[src/rtl/fifo_ctrl_unit.sv]
// fifo_ctrl_unit
//   Pointer/flag controller for an SRAM-style FIFO built from a bank of data
//   registers. Drives the write strobe/address into the bank and the read-mux
//   select, and reports occupancy plus sticky error flags.
//
//   Ports
//     clk, rst        clock (rising edge), asynchronous active-high reset
//     push, pop       write / read requests
//     clr_err         synchronous clear of overflow/underflow
//     wr_en, waddr    write strobe and index into the register bank
//     raddr           index of the oldest entry (read mux select)
//     count           entries held, 0..DEPTH
//     full, empty, almost_full, almost_empty   occupancy flags
//     overflow, underflow                      sticky rejected-request flags
module fifo_ctrl_unit #(
    parameter int ADDR_WIDTH = 2,
    parameter int AF_LEVEL   = 3,
    parameter int AE_LEVEL   = 1
) (
    input  logic                  clk,
    input  logic                  rst,
    input  logic                  push,
    input  logic                  pop,
    input  logic                  clr_err,
    output logic                  wr_en,
    output logic [ADDR_WIDTH-1:0] waddr,
    output logic [ADDR_WIDTH-1:0] raddr,
    output logic [ADDR_WIDTH:0]   count,
    output logic                  full,
    output logic                  empty,
    output logic                  almost_full,
    output logic                  almost_empty,
    output logic                  overflow,
    output logic                  underflow
);

    localparam int PW = ADDR_WIDTH + 1;
    localparam logic [PW-1:0] AF_L = PW'(AF_LEVEL);
    localparam logic [PW-1:0] AE_L = PW'(AE_LEVEL);

    // MSB of each pointer is the wrap bit; it disambiguates full from empty.
    logic [PW-1:0] wr_ptr, rd_ptr;
    logic          push_ok, pop_ok;

    assign waddr = wr_ptr[ADDR_WIDTH-1:0];
    assign raddr = rd_ptr[ADDR_WIDTH-1:0];

    assign full  = (wr_ptr[ADDR_WIDTH-1:0] == rd_ptr[ADDR_WIDTH-1:0]) &&
                   (wr_ptr[ADDR_WIDTH] != rd_ptr[ADDR_WIDTH]);
    assign empty = (wr_ptr == rd_ptr);
    assign count = wr_ptr - rd_ptr;

    assign almost_full  = (count >= AF_L);
    assign almost_empty = (count <= AE_L);

    // A push into a full FIFO is fine when a pop frees the slot on the same
    // edge. A pop on empty is never satisfied by a concurrent push.
    assign push_ok = push & (~full | pop);
    assign pop_ok  = pop & ~empty;

    // Gate with rst so the bank never sees a strobe while pointers are held.
    assign wr_en = push_ok & ~rst;

    always_ff @(posedge clk or posedge rst) begin
        if (rst) begin
            wr_ptr    <= '0;
            rd_ptr    <= '0;
            overflow  <= 1'b0;
            underflow <= 1'b0;
        end else begin
            if (push_ok) wr_ptr <= wr_ptr + 1'b1;
            if (pop_ok)  rd_ptr <= rd_ptr + 1'b1;

            // New error event beats a coincident clear.
            if (push & full & ~pop) overflow <= 1'b1;
            else if (clr_err)       overflow <= 1'b0;

            if (pop & empty)        underflow <= 1'b1;
            else if (clr_err)       underflow <= 1'b0;
        end
    end

endmodule

[config.mk]
export PLATFORM = sky130hd
export DESIGN_NAME = fifo_ctrl_unit
export DESIGN_NICKNAME = d
export VERILOG_FILES = /design/src/rtl/fifo_ctrl_unit.sv
export SDC_FILE = /design/constraint.sdc
export NUM_CORES = 1
export LEC_CHECK = 0
export ABC_AREA = 1
export CAP_MARGIN = 0
export CORE_AREA = 5 5 42 44
export CTS_BUF_LIST = sky130_fd_sc_hd__clkbuf_16
export DETAILED_ROUTE_END_ITERATION = 12
export DIE_AREA = 0 0 47 49
export GPL_ROUTABILITY_DRIVEN = 0
export GPL_TIMING_DRIVEN = 1
export PLACE_DENSITY = 0.81
export SYNTH_ARGS = -nofsm -noshare
export SYNTH_HDL_FRONTEND = slang
export SYNTH_SLANG_ARGS = --single-unit
[constraint.sdc]
create_clock -name clk -period 2.2 [get_ports clk]
set_input_delay 0.55 -clock clk [delete_from_list [all_inputs] [get_ports clk]]
set_output_delay 0.55 -clock clk [all_outputs]
set_load 0.01 [all_outputs]
* Word level (Yosys, flattened, before mapping)
Index checks and enable logic that the tools add are counted.
W data, S select, Z words.
** Word-level totals
- Word-level logic and storage cells :: 29
- Register bits after elaboration :: 8
- Input port bits :: 5
- Output and inout port bits :: 14
** Operators by class
- Order comparisons :: 2
- Equality and inequality tests :: 3
- Mux-type cells :: 3
- Reduce and logical (&&, ||, !) cells :: 3
- Add/sub/neg operators :: 3
- Bitwise operators :: 11
** Operators by type and width (number)
- $add A3 B1 Y3 const B :: 2
- $and A1 B1 Y1 :: 6
- $not A1 Y1 :: 4
- $reduce_bool A2 Y1 :: 2
- $eq A3 B3 Y1 :: 1
- $ge A3 B2 Y1 const B :: 1
- $le A3 B1 Y1 const B :: 1
- $mux W1 :: 3
- $sub A3 B3 Y3 :: 1
- $eq A2 B2 Y1 :: 1
- $logic_and A1 B1 Y1 :: 1
- $ne A1 B1 Y1 :: 1
- $or A1 B1 Y1 :: 1

* Longest topological paths before layout
- Depth in word-level cells :: 6
- Mapped depth :: 8
- Depth with buffers taken out :: 8

* Worst setup path after synthesis
No wires, ideal clock.
- Path kind :: register -> output
- Start :: reg wr_ptr[0]
- End :: out almost_empty
- Arrival time :: 1.462 ns
- Data required time :: 1.650 ns
- Path slack :: 0.188 ns
- Stages on the path, launching flop included :: 7
- Path buffers :: 0
- Path through :: dfrtp_1 -> inv_1 -> ha_1 -> inv_1 -> fa_1 -> xnor2_1 -> nor2_1
** Between the ends
- Cells in the longest elaborated chain, start to end :: 2
** RTL lines
- start, declared :: RTL line 42 : logic [PW-1:0] wr_ptr, rd_ptr;
- start signal, assigned :: RTL line 71 : if (push_ok) wr_ptr <= wr_ptr + 1'b1;
- $sub A3 B3 Y3 :: RTL line 51 : assign count = wr_ptr - rd_ptr;
- net count[2] :: RTL line 28 : output logic [ADDR_WIDTH:0] count,
- $le A3 B1 Y1 :: RTL line 54 : assign almost_empty = (count <= AE_L);
- end, declared :: RTL line 32 : output logic almost_empty,
The timed path passes the listed nets, and every way through them passes these cells.

* Final worst setup path
- Start :: reg wr_ptr[0]
- End :: out almost_full
** Between the ends
- Cells in the longest elaborated chain, start to end :: 2
** RTL lines
- $sub A3 B3 Y3 :: RTL line 51
- $ge A3 B2 Y1 :: RTL line 53 : assign almost_full = (count >= AF_L);
- end, declared :: RTL line 31 : output logic almost_full,
No other way between the ends.

==> results.cfg <==
[status]
status = finished clean

[yosys]
syn-num-nets = 78
ys_seq_area_share_pct = 36.0
synth.yosys.warnings = 0
ys_types = 14
synth_area_um2 = 556
syn_avg_cell_area_um2 = 8.17
synthCells = 68
synth-seq-cells = 8

[clock_network]
htree_levels = 1
cts_buffers = 3
clock_latency_ps = 230
clk_path_buf_depth = 2
hold_buffers = 0
cts_root_buf = clkbuf_16
cts.sinks = 8
clk_pin_slew_ps = 40
tritoncts = done

[layout]
mostFrequentLayoutCells = nand2_1, buf_4, clkdlybuf4s50_1
final_layout_size_suffix_gt1_share_pct = 32.7
final_common_cell = nand2_1
finalInstanceArea_um2 = 893
final-instance-count-excl-fill = 114
fin_nets = 110
fill_cells = 116
area_growth_pct = 60.8
num_antenna_cells = 0

[global_route]
antenna_found_initial = 0
grt_use_total_pct = 15.3
first_global_vias = 580
grt_max_degree = 9
grt_pass1_wl_um = 2530
grt_overflow_total = 0

[timing]
timing.hold.ws_ps = 537
worstMarginPinSlew_ps = 339
rsz0062_at_grt = true
drv_slew = 0
period_share_pct = 99.0
clock.fmax_mhz = 459
period_needed_ps = 2180
setup_viol = 0
final_hold_viol_count = 0
relSlewSlack_pct = 77.4
skew_ps = 1.52
setup_ws_ps = 23.0

[setup_path]
worst_setup_path_start_kind = flop
critPathKind = flop to output pin
crit_fanout = 3
path_cells = inv_2, ha_4, inv_2, fa_2, nand2_1, nand2_1, buf_2
crit_slowest_cell = fa_2
critPathArrivalTime_ps = 1630
required_ps = 1650
endpoint_kind = output pin
slowest_delay_ps = 540

[worst_hold_path]
hold_path.class = flop to flop

[pwr]
p_per_area_nw_per_um2 = 1970
vdd_ir_drop_max_mv = 0.921
p_leak_nw = 0.483

[route]
wl_per_cell_um = 12.4
postRouteAntennaNets = 0
firstDrtPassIters = 4
viasPerCell = 4.55
dr_total_vias = 519
route.detailed.drc = 0
drt_wl_total_um = 1420
drt-initial-drc-count = 11

[floorplanning]
rows = 14
die_h_um = 49
io_pins = 19
die_x_um = 47
coreArea_um2 = 1400
die_area_um2 = 2300
start_util_pct = 39.6

[placed_design]
place_hpwl_um = 1000
io_buffers = 18
dpl_cell_area_um2 = 808
dp.cells = 109
pre_cts_ws_ps = -241

[run]
drv_cap = 0
==> path summary, 6_finish.rpt <==
kind                               end      start  depth (start not counted)  slack (ps)
max in group asynchronous    rd_ptr[0]        rst                          2        1340
setup / recovery           almost_full  wr_ptr[0]                          7          20
min in group asynchronous    wr_ptr[2]        rst                          2         610
hold reg to reg               overflow   overflow                          2         540
setup reg to reg             rd_ptr[2]  wr_ptr[1]                          8         810
hold / removal                overflow   overflow                          2         540
==> cell usage after synthesis, drive strengths merged <==
master  instances  share of area, %
nand2          21                16
ha              4               9.0
dfrtp           8                36
inv            13               8.8
nand3b          1               1.4
nor2            3               2.0
xnor2           2               3.2
nand3           6               7.7
o22ai           2               2.3
xor2            3               4.7
fa              1               3.6
buf             4               5.4
==> routing by layer <==
metal,up-vias,wire (um),GRT usage [%]
li1,265,-,-
met1,234,562,18.2
met4,0,21,6.91
met2,17,735,24.2
met5,-,0,0
met3,3,96,4.80
==> power breakdown <==
part | leakage [nW] | internal [W] | total (W) | switching (W)
Clock | 0.0370 | 0.000234 | 0.000307 | 0.0000724
Sequential | 0.101 | 0.000218 | 0.000285 | 0.0000678
Combinational | 0.345 | 0.000584 | 0.00117 | 0.000586
==> flip-flops by register name, indices dropped and copies added (netlist names) <==
signal     cells
rd_ptr         3
wr_ptr         3
overflow       1
underflow      1
==> timing repair <==
action,CTS,global route
setup endpoints to repair,7,5
pin swaps,1,4
buffers inserted,1,1
resized for setup,20,7
==> cell families (layout without fill, tap and decap cells) <==
kind of cell | Yosys count | in the layout | share of synthesized area [%]
compound gates | 2 | 2 | 2.25
xor+xnor | 5 | 5 | 7.88
fa+ha+maj | 5 | 5 | 12.6
buf+inv | 17 | 47 | 14.2
flops | 8 | 8 | 36.0
simple gates | 31 | 31 | 27.0
==> worst max-delay path: cells and delay by family, from the launching register on <==
| kind | cells | cell delay [ps] |
|---|---|---|
| DFF | 1 | 380 |
| adders and majority gates | 2 | 660 |
| buffers and inverters | 3 | 230 |
| and+or+nand+nor | 2 | 110 |
==> metrics by stage <==
step / util (%) / power [W] / TNS [ps]
2_1_floorplan: - / 0.000911 / 0
3_3_place_gp: 57.7 / 0.00144 / -600
3_5_place_dp: 57.7 / 0.00148 / -855
4_1_cts: 63.4 / 0.00176 / 0
5_1_grt: 63.7 / 0.00193 / -149
6_report: 63.7 / 0.00176 / 0
==> cell type report <==
| cell class | count | area (um^2) | area share [%] |
|---|---|---|---|
| clock buffer | 3 | 75.1 | 8.40 |
| inverter | 13 | 48.8 | 5.46 |
| multi-input combinational | 43 | 299 | 33.5 |
| sequential | 8 | 200 | 22.4 |
| tap | 16 | 20.0 | 2.24 |
| timing repair buffer | 31 | 250 | 28.0 |
No activity file was read; power rests on OpenSTA's default activity.
